==> src/rtl/seq_alu.sv <==
// seq_alu: registered ALU with single-cycle logic/arithmetic ops and
// iterative unsigned multiply (shift-add) and divide (restoring).
//
// Ports:
//   clk, rst      clock and asynchronous active-high reset
//   start         request, accepted when start=1 and busy=0
//   ALU_control   operation select, sampled with start
//   src1, src2    operands, sampled with start
//   busy          multi-cycle operation in progress
//   done          one-cycle pulse, result/flags valid from this cycle
//   result        main result (product low half / quotient)
//   result_hi     product high half / remainder, 0 otherwise
//   zero, cout, overflow, div_by_zero   status flags
module seq_alu #(
  parameter int WIDTH = 32
) (
  input  logic             clk,
  input  logic             rst,
  input  logic             start,
  input  logic [3:0]       ALU_control,
  input  logic [WIDTH-1:0] src1,
  input  logic [WIDTH-1:0] src2,
  output logic             busy,
  output logic             done,
  output logic [WIDTH-1:0] result,
  output logic [WIDTH-1:0] result_hi,
  output logic             zero,
  output logic             cout,
  output logic             overflow,
  output logic             div_by_zero
);

  localparam logic [3:0] OP_AND  = 4'b0000;
  localparam logic [3:0] OP_OR   = 4'b0001;
  localparam logic [3:0] OP_ADD  = 4'b0010;
  localparam logic [3:0] OP_SUB  = 4'b0110;
  localparam logic [3:0] OP_SLT  = 4'b0111;
  localparam logic [3:0] OP_NOR  = 4'b1100;
  localparam logic [3:0] OP_MULU = 4'b1000;
  localparam logic [3:0] OP_DIVU = 4'b1001;

  localparam logic [1:0] S_IDLE = 2'd0;
  localparam logic [1:0] S_MUL  = 2'd1;
  localparam logic [1:0] S_DIV  = 2'd2;

  localparam int CW = $clog2(WIDTH);
  localparam logic [CW-1:0] LAST_STEP = CW'(WIDTH - 1);

  logic [1:0]         state_q, state_d;
  logic [CW-1:0]      cnt_q, cnt_d;
  logic [2*WIDTH-1:0] prod_q, prod_d;   // {partial high, remaining multiplier}
  logic [WIDTH-1:0]   opa_q, opa_d;     // multiplicand or divisor
  logic [WIDTH-1:0]   rem_q, rem_d;
  logic [WIDTH-1:0]   quo_q, quo_d;     // dividend shifts out, quotient shifts in
  logic [WIDTH-1:0]   result_q, result_d;
  logic [WIDTH-1:0]   result_hi_q, result_hi_d;
  logic               done_q, done_d;
  logic               zero_q, zero_d;
  logic               cout_q, cout_d;
  logic               ovf_q, ovf_d;
  logic               dbz_q, dbz_d;

  // Single-cycle adder: SUB and SLT both use src1 + ~src2 + 1.
  logic             sub_op;
  logic [WIDTH-1:0] b_eff;
  logic [WIDTH:0]   sum;
  logic             add_ovf;

  always_comb begin
    sub_op  = (ALU_control == OP_SUB) || (ALU_control == OP_SLT);
    b_eff   = src2 ^ {WIDTH{sub_op}};
    sum     = {1'b0, src1} + {1'b0, b_eff} + {{WIDTH{1'b0}}, sub_op};
    add_ovf = (src1[WIDTH-1] == b_eff[WIDTH-1]) && (sum[WIDTH-1] != src1[WIDTH-1]);
  end

  // One shift-add step: conditionally add multiplicand to the high half,
  // keep the carry, then shift the whole product right by one.
  logic [WIDTH:0]     mul_add;
  logic [2*WIDTH-1:0] mul_next;

  always_comb begin
    mul_add  = {1'b0, prod_q[2*WIDTH-1:WIDTH]} + (prod_q[0] ? {1'b0, opa_q} : '0);
    mul_next = {mul_add, prod_q[WIDTH-1:1]};
  end

  // One restoring-divide step. The partial remainder is always below the
  // divisor, so the shifted value minus divisor fits WIDTH bits when
  // non-negative and bit WIDTH acts as the borrow.
  logic [WIDTH:0]   div_shift;
  logic [WIDTH:0]   div_trial;
  logic             div_bit;
  logic [WIDTH-1:0] rem_next;
  logic [WIDTH-1:0] quo_next;

  always_comb begin
    div_shift = {rem_q, quo_q[WIDTH-1]};
    div_trial = div_shift - {1'b0, opa_q};
    div_bit   = ~div_trial[WIDTH];
    rem_next  = div_bit ? div_trial[WIDTH-1:0] : div_shift[WIDTH-1:0];
    quo_next  = {quo_q[WIDTH-2:0], div_bit};
  end

  // Completion bundle: outputs only move when fin is set.
  logic             fin;
  logic [WIDTH-1:0] fin_res;
  logic [WIDTH-1:0] fin_hi;
  logic             fin_c;
  logic             fin_o;
  logic             fin_dbz;
  logic             fin_zok;   // cleared for illegal codes, whose flags are all 0

  always_comb begin
    state_d     = state_q;
    cnt_d       = cnt_q;
    prod_d      = prod_q;
    opa_d       = opa_q;
    rem_d       = rem_q;
    quo_d       = quo_q;
    result_d    = result_q;
    result_hi_d = result_hi_q;
    zero_d      = zero_q;
    cout_d      = cout_q;
    ovf_d       = ovf_q;
    dbz_d       = dbz_q;
    done_d      = 1'b0;
    fin         = 1'b0;
    fin_res     = '0;
    fin_hi      = '0;
    fin_c       = 1'b0;
    fin_o       = 1'b0;
    fin_dbz     = 1'b0;
    fin_zok     = 1'b1;

    case (state_q)
      S_IDLE: begin
        if (start) begin
          fin = 1'b1;
          case (ALU_control)
            OP_AND: fin_res = src1 & src2;
            OP_OR:  fin_res = src1 | src2;
            OP_NOR: fin_res = ~(src1 | src2);
            OP_ADD, OP_SUB: begin
              fin_res = sum[WIDTH-1:0];
              fin_c   = sum[WIDTH];
              fin_o   = add_ovf;
            end
            // Sign of the difference corrected by overflow gives a true signed compare.
            OP_SLT: fin_res = {{(WIDTH-1){1'b0}}, sum[WIDTH-1] ^ add_ovf};
            OP_MULU: begin
              fin     = 1'b0;
              state_d = S_MUL;
              cnt_d   = '0;
              prod_d  = {{WIDTH{1'b0}}, src2};
              opa_d   = src1;
            end
            OP_DIVU: begin
              if (src2 == '0) begin
                fin_res = '1;
                fin_hi  = src1;
                fin_dbz = 1'b1;
              end else begin
                fin     = 1'b0;
                state_d = S_DIV;
                cnt_d   = '0;
                rem_d   = '0;
                quo_d   = src1;
                opa_d   = src2;
              end
            end
            default: fin_zok = 1'b0;
          endcase
        end
      end
      S_MUL: begin
        prod_d = mul_next;
        cnt_d  = cnt_q + CW'(1);
        if (cnt_q == LAST_STEP) begin
          fin     = 1'b1;
          fin_res = mul_next[WIDTH-1:0];
          fin_hi  = mul_next[2*WIDTH-1:WIDTH];
          state_d = S_IDLE;
          cnt_d   = '0;
        end
      end
      S_DIV: begin
        rem_d = rem_next;
        quo_d = quo_next;
        cnt_d = cnt_q + CW'(1);
        if (cnt_q == LAST_STEP) begin
          fin     = 1'b1;
          fin_res = quo_next;
          fin_hi  = rem_next;
          state_d = S_IDLE;
          cnt_d   = '0;
        end
      end
      default: state_d = S_IDLE;
    endcase

    if (fin) begin
      result_d    = fin_res;
      result_hi_d = fin_hi;
      zero_d      = fin_zok && (fin_res == '0);
      cout_d      = fin_c;
      ovf_d       = fin_o;
      dbz_d       = fin_dbz;
      done_d      = 1'b1;
    end
  end

  always_ff @(posedge clk or posedge rst) begin
    if (rst) begin
      state_q     <= S_IDLE;
      cnt_q       <= '0;
      prod_q      <= '0;
      opa_q       <= '0;
      rem_q       <= '0;
      quo_q       <= '0;
      result_q    <= '0;
      result_hi_q <= '0;
      done_q      <= 1'b0;
      zero_q      <= 1'b0;
      cout_q      <= 1'b0;
      ovf_q       <= 1'b0;
      dbz_q       <= 1'b0;
    end else begin
      state_q     <= state_d;
      cnt_q       <= cnt_d;
      prod_q      <= prod_d;
      opa_q       <= opa_d;
      rem_q       <= rem_d;
      quo_q       <= quo_d;
      result_q    <= result_d;
      result_hi_q <= result_hi_d;
      done_q      <= done_d;
      zero_q      <= zero_d;
      cout_q      <= cout_d;
      ovf_q       <= ovf_d;
      dbz_q       <= dbz_d;
    end
  end

  assign busy        = (state_q != S_IDLE);
  assign done        = done_q;
  assign result      = result_q;
  assign result_hi   = result_hi_q;
  assign zero        = zero_q;
  assign cout        = cout_q;
  assign overflow    = ovf_q;
  assign div_by_zero = dbz_q;

endmodule

==> config.mk <==
export PLATFORM = sky130hd
export DESIGN_NAME = seq_alu
export DESIGN_NICKNAME = d
export VERILOG_FILES = /design/src/rtl/seq_alu.sv
export SDC_FILE = /design/constraint.sdc
export NUM_CORES = 1
export LEC_CHECK = 0
export ABC_CLOCK_PERIOD_IN_PS = 9200
export CELL_PAD_IN_SITES_DETAIL_PLACEMENT = 1
export CELL_PAD_IN_SITES_GLOBAL_PLACEMENT = 1
export CORE_MARGIN = 3
export CORE_UTILIZATION = 40
export CTS_CLUSTER_DIAMETER = 200
export CTS_CLUSTER_SIZE = 28
export DETAILED_ROUTE_END_ITERATION = 16
export HOLD_SLACK_MARGIN = 0.02
export PLACE_DENSITY_LB_ADDON = 0.1
export SLEW_MARGIN = 10
export SYNTH_ARGS = -nofsm -noshare
export SYNTH_HDL_FRONTEND = slang
export SYNTH_SLANG_ARGS = --single-unit
==> constraint.sdc <==
create_clock -name clk -period 9.2 [get_ports clk]
set_clock_uncertainty 0.1 [all_clocks]
set_input_delay 2.3 -clock clk [delete_from_list [all_inputs] [get_ports clk]]
set_output_delay 2.3 -clock clk [all_outputs]
set_load 0.1 [all_outputs]
# == Word level (Yosys, flattened, before mapping) ==
# Cells that the tools add are included.
# word_totals
ff_bits,236
input_bits,71
word_cells,119
# classes
add_sub_neg,5
n_eq_ne,20
muxes,55
n_bitwise,6
reduce_logical,20
# op_table
operator,count
two-way mux 32 bit,18
case mux 32 bit (2 select lines),3
case mux 32 bit (3 select lines),2
case mux 32 bit (6 select lines),1
two-way mux 64 bit,2
case mux 64 bit (2 select lines),1
adder 32 x 32 -> 33 bit,2
zero test 32 bit,2
adder 33 x 1 -> 33 bit,1
subtractor 33 x 32 -> 33 bit,1
AND 32 bit,1
inverter 32 bit,1
bitwise OR 32 bit,1
bitwise XOR 32 bit,1
case mux 5 bit (2 select lines),2
two-way mux 1 bit,16
AND reduction 4 bit,4
two-way mux 5 bit,3
== test 4 bit (second input constant),3
nonzero test 2 bit,5
== test 4 x 3 -> 1 bit (second input constant),2
case mux 2 bit (2 select lines),2
OR reduction 8 bit,1
two-way mux 2 bit,3
21 further kinds,28

# == Longest topological paths before layout ==
# Gate-level depths: netlist of run 1.
# depth
depth_word,13
depth_mapped,18
mapped_depth_nobuf,15

# == Worst setup path before layout of run 1 ==
# Ideal clock, no wire load.
# synth_timing
path_kind,in2reg
startpoint,input ALU_control[2]
endpoint,register zero_q (netlist: zero)
arrival_time_ns,6.105
required_ns,8.997
path_slack_ns,2.891
stages,17
path_buffers,3
path_cell_list,clkbuf_1 -> nand3b_1 -> clkbuf_1 -> buf_1 -> xnor2_1 -> ha_1 -> a21o_1 -> a2111o_1 -> o311ai_1 -> o21ai_0 -> xor2_1 -> a221o_1 -> nor4_1 -> nand4_1 -> nor4_1 -> nand4_1 -> o41ai_2
# synth_between
elab_chain_cells,13
# synth_rtl
item,line_no,rtl
"start, declared",20,"input logic [3:0] ALU_control,"
== test 4 x 3 -> 1 bit,"70, 138",
logical OR 1 bit,70,sub_op = (ALU_control == OP_SUB) || (ALU_control == OP_SLT);
bitwise XOR 32 bit,71,b_eff = src2 ^ {WIDTH{sub_op}};
adder 32 x 32 -> 33 bit,72,"sum = {1'b0, src1} + {1'b0, b_eff} + {{WIDTH{1'b0}}, sub_op};"
adder 33 x 1 -> 33 bit,72,
!= test 1 bit,73,add_ovf = (src1[WIDTH-1] == b_eff[WIDTH-1]) && (sum[WIDTH-1] != src1[WIDTH-1]);
logical AND 1 bit,73,
bitwise XOR 1 bit,148,"OP_SLT: fin_res = {{(WIDTH-1){1'b0}}, sum[WIDTH-1] ^ add_ovf};"
case mux 32 bit (6 select lines),138,case (ALU_control)
two-way mux 32 bit,136,if (start) begin
case mux 32 bit (3 select lines),134,case (state_q)
zero test 32 bit,203,zero_d = fin_zok && (fin_res == '0);
logical AND 1 bit,203,
"end signal, assigned",236,zero_q <= zero_d;
"end, declared",58,"logic zero_q, zero_d;"
# Several ways; a longest one is shown, not always the timed one.
# A chain may end at the register's enable or synchronous reset.

# == Final worst setup path of run 1 ==
# layout_timing
startpoint,input ALU_control[1]
endpoint,register zero_q (netlist: zero)
# Same word-level chain as after synthesis.

==> run_results.csv, run 1 <==
group,metric,value,unit
placed_design,place_congestion,0.8893,
synthesis,synth.ff_latch_count,236,
clock_tree,numCtsBuffers,12,
sta,hold_viol_final,0,
detailed_routing,dr.max_layer_used,"met4",
setup_path,worst-r2r-setup-slack,4.60,ns
detailed_routing,postRouteAntennaNets,0,
synthesis,netlist_area,17910,sq um
worst_hold_path,hp-start,"result[1]$_DFFE_PP0P_",
synthesis,synth_flop_cell,"dfrtp_1",
sta,rsz0062_at_grt,"no",
die,ios,141,
setup_path,path_class,"in -> reg",
sta,relSlewSlack,23.93,%
sta,fmax,132.4,MHz
synthesis,synth-edff-count,0,
status,status,"complete, no violations",
global_routing,antenna_found_initial,0,
placed_design,post-place-ws,1.160,ns
global_routing,grt_max_degree,116,
setup_path,worst_r2r_endpoint,"result_hi[28]$_DFFE_PP0P_",
die,dieWidth,217.6,microns
worst_hold_path,min_to,"result[1]$_DFFE_PP0P_",
clock_tree,clockBufferDepth,3,
die,die_h,217.6,microns
die,die-area,47340,sq um
setup_path,rr_worst_depth,13,
synthesis,ys_seq_area_share,32.98,%
clock_tree,cts_sinks,236,
clock_tree,insertion_delay,0.52,ns
global_routing,first_global_vias,17470,
sta,period_needed,7.553,ns
clock_tree,holdBufCountCts,0,
finish,antennaDiodeCount,0,
die,core-area,43650,sq um
setup_path,cp.required,9.52,ns
detailed_routing,vias,17090,
placed_design,dp_hpwl,50120,microns
placed_design,place_area,19820,sq um
die,num_rows,76,
detailed_routing,dr_wl_met2,30110,microns
sta,finalCritPeriodShare,82.10,%
worst_hold_path,hold_path.class,"reg -> reg",
detailed_routing,via_per_inst,6.125,
pwr,cellPowerDensity,223.4,nW/um^2
sta,setup_viol,0,
finish,mostFrequentLayoutCells,"298 x nand2_1, 236 x dfrtp_1, 232 x o21ai_0",
sta,worst_pin_slew,1.129,ns
sta,fin_ws,1.647,ns
finish,area_delta_synth_final,12.60,%
synthesis,ys_async_sr_fraction,100.0,%
pwr,vdd_ir_drop_max,0.1339,mV
finish,post-route-util,46.20,%
global_routing,grtUsageTotal,28.15,%
clock_tree,cts_tree,"built",
clock_tree,cts_setup_buffers,0,
sta,whs,0.3937,ns
sta,tns,0,ns
setup_path,start_kind,"input pin",
finish,ff_latch_area,5906,sq um
placed_design,placedCellCount,2776,
detailed_routing,wire_per_inst,24.24,microns
synthesis,avgSynthCellArea,8.290,sq um
setup_path,worstPathMaxFanout,18,
finish,multi_input_area,11310,sq um
synthesis,synth.distinct_cells,79,
setup_path,endpoint_kind,"register",
pwr,leakagePower,8.676,nW
die,initial_core_util,41.03,%
detailed_routing,wl_met3,3134,microns
finish,fin_area,20160,sq um
global_routing,grt_first_pass_wirelength,105300,microns
detailed_routing,met1_length,32890,microns
clock_tree,cts_root_buffer,"clkbuf_16",
pwr,total_power,4.505,mW
finish,layout_commonest_cell,"nand2_1",
clock_tree,clk_pin_slew,0.12,ns
finish,num-nets-final,2385,
detailed_routing,drt_iter0_drc,1292,
finish,layout-drive-gt1-share,3.175,%
global_routing,overflow,0,
setup_path,cp.arrival,7.87,ns
detailed_routing,wl,67640,microns
placed_design,portBuffers,140,
setup_path,r2r_start,"prod_q[0]$_DFFE_PP0P_",
finish,stdcell_count,2790,
synthesis,ys_warn_count,0,
sta,maxSlewViolCount,0,
detailed_routing,drt_pass1_iterations,5,
worst_hold_path,holdPathStages,1,
synthesis,synth_nets,2340,
finish,fillers,5160,
synthesis,syn_inst,2160,
clock_tree,cts.repair.resized,0,
detailed_routing,drc,0,
clock_tree,h-tree-depth,1,
run,cap_violations,0,
[flip-flops by register name, indices dropped and copies added, names as in the netlist, 2 cells and up]
name / count
prod_q: 64
opa_q: 32
quo_q: 32
rem_q: 32
result: 32
result_hi: 32
cnt_q: 5
state_q: 2
[layout make-up]
cell class,count,share of cell area [%]
tap,585,3.630
clock inverter,1,0.08067
clock buffer,13,1.613
timing repair buffer,164,7.843
inverter,75,1.433
multi-input combinational,1716,56.11
sequential,236,29.29
[where the power goes]
part | switching [mW] | internal, mW
sequential | 0.271 | 1.33
clock | 0.379 | 0.261
combinational | 1.51 | 0.761
[Yosys cell counts, types with 6 or more instances]
cell type,instances,area share (%)
nor2b_1,8,0.28
buf_2,7,0.20
a21boi_0,6,0.25
o31ai_1,13,0.54
a21oi_1,145,4.1
ha_1,106,7.4
clkbuf_1,103,2.2
nor3b_1,9,0.38
o21a_1,20,0.84
and2_1,39,1.4
nor3_1,56,1.6
a221o_1,10,0.56
a211oi_1,12,0.50
a22o_1,22,1.1
xnor2_1,76,3.7
nor2_1,96,2.0
and3_1,14,0.49
nand2_1,298,6.2
a21o_1,70,2.9
o211ai_1,9,0.38
xor2_1,26,1.3
o21ai_0,232,6.5
dfrtp_1,236,33
buf_1,23,0.48
a221oi_1,37,1.8
a31oi_1,35,1.2
o2111ai_1,16,0.78
nand3_1,60,1.7
nor4_1,14,0.49
nand4_1,17,0.59
o21bai_1,13,0.54
inv_1,72,1.5
a22oi_1,24,1.0
mux2i_1,98,5.5
mux2_2,10,0.63
nand2b_1,13,0.45
or3_1,10,0.35
[critical path, stage by stage]
cell and delay [ns]:
clkdlybuf4s50_1 0.91, nand3b_1 0.68, xnor2_1 0.37, ha_1 0.34, a21oi_1 0.42, nor2b_1 0.20
o311ai_1 0.50, o21ai_0 0.25, xor2_1 0.19, a221o_1 0.35, nor4_1 0.40, nand4_1 0.18
nor4_1 0.40, nand4_1 0.16, o41ai_2 0.21
[logic make-up (layout without fill, tap and decap cells)]
logic type	count (synthesis)	after routing	share of synthesized area [%]
compound gates	731	731	26.33
xor+xnor	102	102	4.989
fa+ha+maj	112	112	7.909
buf+inv	208	253	4.409
flops	236	236	32.98
mux	108	108	6.107
simple gates	663	663	17.27
[worst max-delay path by stage]
stage | from | to | slack [ns] | depth (start not counted)
2_1_floorplan | rst | cnt_q[0]$_DFFE_PP0P_ | 0.33 | 1
3_3_place_gp | ALU_control[1] | zero$_DFFE_PP0P_ | 1.38 | 15
3_5_place_dp | ALU_control[1] | zero$_DFFE_PP0P_ | 1.16 | 16
4_1_cts | ALU_control[1] | zero$_DFFE_PP0P_ | 1.69 | 16
5_1_grt | ALU_control[1] | zero$_DFFE_PP0P_ | 1.14 | 16
6_report | ALU_control[1] | zero$_DFFE_PP0P_ | 1.65 | 15
[layer usage]
metal	vias to the layer above	GRT usage, %
met5	-	0
met4	0	6.393
met3	74	3.121
met2	406	44.42
met1	8623	41.53
li1	7986	-
Note: power is estimated with default switching activity, not from simulation.
==> run 2: changes to the inputs <==
- ABC_CLOCK_PERIOD_IN_PS: 9200 -> 6200
- clock period: 9.2 -> 6.2 ns (I/O delays scaled with it)
==> run 2 against run 1 <==
  * Non-clock buffer count rose by 69
  * Design area up 2.9%
  * Combinational power up 50%
  * Clock power up 47%
  * Critical path depth up 2
  * Utilization up 1.3 points
  * Global-route usage increased by 0.14 points
  * Sequential share of layout area shrank 0.81 points
  * Critical endpoint unchanged
  * Largest cell class unchanged
  * Largest power group unchanged
==> run_results.csv, run 2 (same netlist as run 1, synthesis figures left out) <==
group,metric,value,unit
global_routing,antenna_found_initial,0,
detailed_routing,vias,17320,
die,ios,141,
finish,antennaDiodeCount,0,
setup_path,crit_slowest_cell,"clkdlybuf4s50_1",
pwr,total_power,6.718,mW
setup_path,max_stage_delay,0.43,ns
detailed_routing,via_per_inst,6.058,
global_routing,first_global_vias,17830,
setup_path,worst_r2r_endpoint,"result_hi[12]$_DFFE_PP0P_",
detailed_routing,drc,0,
clock_tree,cts_root_buffer,"clkbuf_16",
sta,finalCritPeriodShare,92.55,%
clock_tree,cts_sinks,236,
setup_path,cp.arrival,6.06,ns
sta,fmax,174.3,MHz
clock_tree,clk_pin_slew,0.11,ns
detailed_routing,drt_pass1_iterations,5,
die,initial_core_util,41.03,%
finish,fillers,5171,
finish,layout_commonest_cell,"nand2_1",
sta,rsz0062_at_grt,"no",
placed_design,dp_hpwl,51440,microns
setup_path,rr_worst_depth,16,
clock_tree,numCtsBuffers,12,
placed_design,place_congestion,0.9241,
finish,ff_latch_area,5906,sq um
sta,period_needed,5.738,ns
die,core-area,43650,sq um
clock_tree,cts_setup_buffers,0,
clock_tree,h-tree-depth,1,
finish,layout-drive-gt1-share,6.113,%
finish,fin_area,20740,sq um
global_routing,grt_max_degree,145,
pwr,leakagePower,9.020,nW
setup_path,path_common_cell,"nand4_1",
clock_tree,holdBufCountCts,0,
die,die-area,47340,sq um
status,status,"complete, no violations",
setup_path,r2r_start,"quo_q[31]$_DFFE_PP0P_",
worst_hold_path,hp-start,"result[11]$_DFFE_PP0P_",
finish,area_delta_synth_final,15.83,%
placed_design,place_area,20400,sq um
detailed_routing,drt_iter0_drc,1190,
setup_path,cp.required,6.52,ns
sta,setup_viol,0,
sta,worst_pin_slew,1.052,ns
global_routing,grt_first_pass_wirelength,106500,microns
pwr,vdd_ir_drop_max,0.2331,mV
global_routing,overflow,0,
detailed_routing,wl,67590,microns
global_routing,grtUsageTotal,28.30,%
finish,mostFrequentLayoutCells,"298 x nand2_1, 236 x dfrtp_1, 232 x o21ai_0",
placed_design,portBuffers,140,
clock_tree,cts.repair.resized,0,
setup_path,critical_path.top_delay_family,"simple AND/OR/NAND/NOR gates",
sta,whs,0.3915,ns
setup_path,endpoint_kind,"register",
finish,num-nets-final,2454,
finish,regMostFlops,"prod_q",
die,die_h,217.6,microns
sta,hold_viol_final,0,
die,num_rows,76,
setup_path,worst-r2r-setup-slack,1.58,ns
clock_tree,clockBufferDepth,3,
setup_path,path_class,"in -> reg",
setup_path,crit_buf_inv,3,
finish,multi_input_area,11310,sq um
worst_hold_path,hold_path.class,"reg -> reg",
die,dieWidth,217.6,microns
finish,largest_register_ffs,64,
worst_hold_path,min_to,"result[11]$_DFFE_PP0P_",
detailed_routing,wire_per_inst,23.64,microns
worst_hold_path,holdPathStages,2,
sta,maxSlewViolCount,0,
setup_path,worstPathMaxFanout,11,
clock_tree,insertion_delay,0.51,ns
setup_path,crit_chain,"clkdlybuf4s50_1 -> nand3b_1 -> buf_12 -> xnor2_1 -> ha_1 -> a21o_1 -> a2111o_1 -> buf_4 -> or3_1 -> a21o_1 -> a311oi_1 -> nand4_1 -> nor4_1 -> nand4_1 -> nor4_1 -> nand4_1 -> o41ai_2",
run,cap_violations,0,
clock_tree,cts_tree,"built",
finish,post-route-util,47.52,%
setup_path,start_kind,"input pin",
detailed_routing,postRouteAntennaNets,0,
sta,tns,0,ns
sta,relSlewSlack,29.66,%
pwr,cellPowerDensity,323.9,nW/um^2
run 2: worst min-delay path, stage by stage, from the launching register on:
cell and delay [ns]:
dfrtp_1 0.36, nand2_1 0.05, nand2_1 0.05
run 2: power by group:
group | switching [mW] | internal [mW]
sequential | 0.394 | 1.97
clock | 0.556 | 0.387
combinational | 2.24 | 1.18
run 2: through the flow:
stage | std cells | setup WS [ns]
after floorplan | 2160 | 0.6415
after global placement | 2845 | 0.1117
after detailed placement | 2845 | -0.02340
after CTS | 2859 | 0.4983
after global routing | 2859 | 0.2539
final | 2859 | 0.4622
run 2: how the worst max path moves through the flow:
| stage | start | to | cells after the start |
|---|---|---|---|
| after global placement | ALU_control[3] | zero$_DFFE_PP0P_ | 16 |
| after CTS | ALU_control[3] | zero$_DFFE_PP0P_ | 17 |
| after floorplan | ALU_control[2] | zero$_DFFE_PP0P_ | 17 |
| final | ALU_control[3] | zero$_DFFE_PP0P_ | 17 |
| after detailed placement | ALU_control[3] | zero$_DFFE_PP0P_ | 17 |
| after global routing | ALU_control[3] | zero$_DFFE_PP0P_ | 17 |
run 2: cell type report:
cell class	instances	area share, %
Inverter	75	1.375
Tap cell	585	3.529
Multi-Input combinational cell	1716	54.55
Clock buffer	13	1.568
Timing Repair Buffer	233	10.42
Sequential cell	236	28.47
Clock inverter	1	0.07842
run 2: per-layer routing:
metal	track usage, %	part of all wire (%)	up-vias
met5	0	0	-
met1	41.06	48	8710
met2	46.58	46	435
met4	5.697	2.0	0
li1	-	-	8101
met3	2.160	4.0	74
==> run 3: changes to the inputs <==
- CAP_MARGIN: default -> 30
- HOLD_SLACK_MARGIN: 0.02 -> 0.1
==> run 3 against run 2 <==
  * Clock power up 1%
  * Total power up 0.25%
  * Global-route usage decreased by 0.16 points
  * Clock-buffer cell count is the same
  * Wire length grew 0.16%
  * Combinational power about the same
  * Highest routed layer unchanged
  * Design area increased by 0.39%
  * Final cell count rose by 0.14%
==> run_results.csv, run 3 (same netlist as run 1, synthesis figures left out) <==
group,metric,value,unit
setup_path,cp.required,6.51,ns
clock_tree,clk_pin_slew,0.11,ns
finish,fin_area,20820,sq um
detailed_routing,postRouteAntennaNets,0,
finish,stdcell_count,2863,
clock_tree,h-tree-depth,1,
placed_design,dp_hpwl,51520,microns
finish,mostFrequentLayoutCells,"298 x nand2_1, 236 x dfrtp_1, 232 x o21ai_0",
global_routing,antenna_found_initial,0,
sta,period_needed,5.715,ns
worst_hold_path,hold_path.class,"reg -> reg",
die,dieWidth,217.6,microns
die,die-area,47340,sq um
finish,area_delta_synth_final,16.27,%
clock_tree,cts_tree,"built",
global_routing,grt_util_met2,45.66,%
setup_path,crit_chain,"clkdlybuf4s50_1 -> nand3b_1 -> buf_12 -> xnor2_1 -> ha_1 -> a21o_1 -> a2111o_1 -> buf_4 -> o311a_1 -> a21oi_1 -> o31a_1 -> xnor2_1 -> a211oi_1 -> nand4_1 -> nor4_1 -> nand4_1 -> o41ai_2",
finish,num-nets-final,2458,
clock_tree,holdBufCountCts,0,
finish,layout-drive-gt1-share,6.277,%
setup_path,worstPathMaxFanout,11,
global_routing,grtUsageTotal,28.14,%
detailed_routing,vias,17330,
setup_path,crit_slowest_cell,"a211oi_1",
setup_path,worst-r2r-setup-slack,1.59,ns
clock_tree,insertion_delay,0.51,ns
placed_design,place_area,20460,sq um
die,ios,141,
global_routing,overflow,0,
detailed_routing,drc,0,
clock_tree,cts.repair.resized,0,
pwr,vdd_ir_drop_max,0.1978,mV
sta,setup_viol,0,
setup_path,max_stage_delay,0.51,ns
placed_design,place_congestion,0.9241,
setup_path,cp.arrival,6.03,ns
sta,worst_pin_slew,1.076,ns
finish,fillers,5213,
clock_tree,cts_setup_buffers,0,
global_routing,global_route.usage.met3,2.522,%
global_routing,grt_first_pass_wirelength,105900,microns
status,status,"complete, no violations",
setup_path,crit_buf_inv,3,
sta,hold_viol_final,0,
global_routing,first_global_vias,17950,
clock_tree,numCtsBuffers,12,
clock_tree,clockBufferDepth,3,
run,cap_violations,0,
die,die_h,217.6,microns
sta,rsz0062_at_grt,"no",
pwr,leakagePower,9.056,nW
global_routing,grt_max_degree,145,
sta,relSlewSlack,28.10,%
sta,fmax,175.0,MHz
detailed_routing,via_per_inst,6.054,
detailed_routing,drt_iter0_drc,1199,
setup_path,endpoint_kind,"register",
pwr,cellPowerDensity,323.5,nW/um^2
detailed_routing,wl,67700,microns
setup_path,path_class,"in -> reg",
detailed_routing,drt_pass1_iterations,5,
sta,finalCritPeriodShare,92.18,%
placed_design,portBuffers,140,
die,num_rows,76,
die,initial_core_util,41.03,%
sta,maxSlewViolCount,0,
global_routing,use_met1,40.34,%
finish,layout_commonest_cell,"nand2_1",
detailed_routing,wire_per_inst,23.65,microns
finish,post-route-util,47.70,%
finish,largest_register_ffs,64,
die,core-area,43650,sq um
finish,antennaDiodeCount,0,
finish,regMostFlops,"prod_q",
setup_path,critical_path.top_delay_family,"compound AO/OA/AOI/OAI gates",
clock_tree,cts_sinks,236,
sta,tns,0,ns
setup_path,start_kind,"input pin",
placed_design,placedCellCount,2848,
clock_tree,cts_root_buffer,"clkbuf_16",
global_routing,busiest_layer,"met2",
-- run 3: changes by cell type in the layout (fill, tap and decap cells not counted) --
cell    previous run  this run
buf_16             0         2
buf_12             5         6
buf_2              0         1
-- run 3: path summary, 6_finish.rpt --
| check | start | endpoint | cells after the start |
|---|---|---|---|
| setup / recovery | ALU_control[3] | zero$_DFFE_PP0P_ | 17 |
| hold / removal | overflow$_DFFE_PP0P_ | overflow$_DFFE_PP0P_ | 2 |
| setup reg to reg | quo_q[31]$_DFFE_PP0P_ | result_hi[12]$_DFFE_PP0P_ | 16 |
| hold reg to reg | overflow$_DFFE_PP0P_ | overflow$_DFFE_PP0P_ | 2 |
| max in group asynchronous | rst | result[2]$_DFFE_PP0P_ | 3 |
| min in group asynchronous | rst | result_hi[4]$_DFFE_PP0P_ | 2 |
-- run 3: cell type report --
class	count	area [sq um]	area share, %
clock inverter	1	16.27	0.07812
clock buffer	13	325.3	1.562
inverter	75	285.3	1.370
sequential	236	5906	28.36
multi-input combinational	1716	11310	54.34
timing repair buffer	237	2242	10.77
tap	585	732.0	3.515
-- run 3: layer usage --
layer	wire, microns	vias to the layer above
met1	32150	8703
met4	1884	0
li1	-	8124
met2	30600	420
met3	3063	86
met5	0	-
-- run 3: power by group --
part           internal (mW)  switching, mW  total, mW  leakage (nW)
logic                   1.19           2.23       3.42          5.74
clock network          0.388          0.565      0.953         0.167
registers               1.97          0.394       2.36          3.14
total                   3.54           3.19       6.73          9.06
-- run 3: worst reg2reg max path, stage by stage (launching register included) --
cell and delay (ns):
dfrtp_1 0.43, inv_1 0.07, ha_1 0.17, inv_1 0.06
fa_1 0.42, a21oi_1 0.19, nand4b_1 0.15, nand3_1 0.14
nand3_1 0.15, a21oi_1 0.15, a41oi_1 0.54, o311a_1 0.42
xor2_4 0.58, buf_4 0.40, or3_1 0.19, a31oi_1 0.07
a221o_1 0.27
-- run 3: stage by stage --
| step | hold WS, ns | setup WS, ns | total power, mW |
|---|---|---|---|
| 6_report | 0.3935 | 0.4846 | 6.735 |
| 4_1_cts | 0.3972 | 0.5022 | 6.749 |
| 2_1_floorplan | 0.3498 | 0.6415 | 4.673 |
| 3_5_place_dp | 0.3693 | -0.005034 | 5.780 |
| 5_1_grt | 0.4264 | 0.2577 | 7.213 |
| 3_3_place_gp | 0.3644 | 0.1117 | 5.665 |
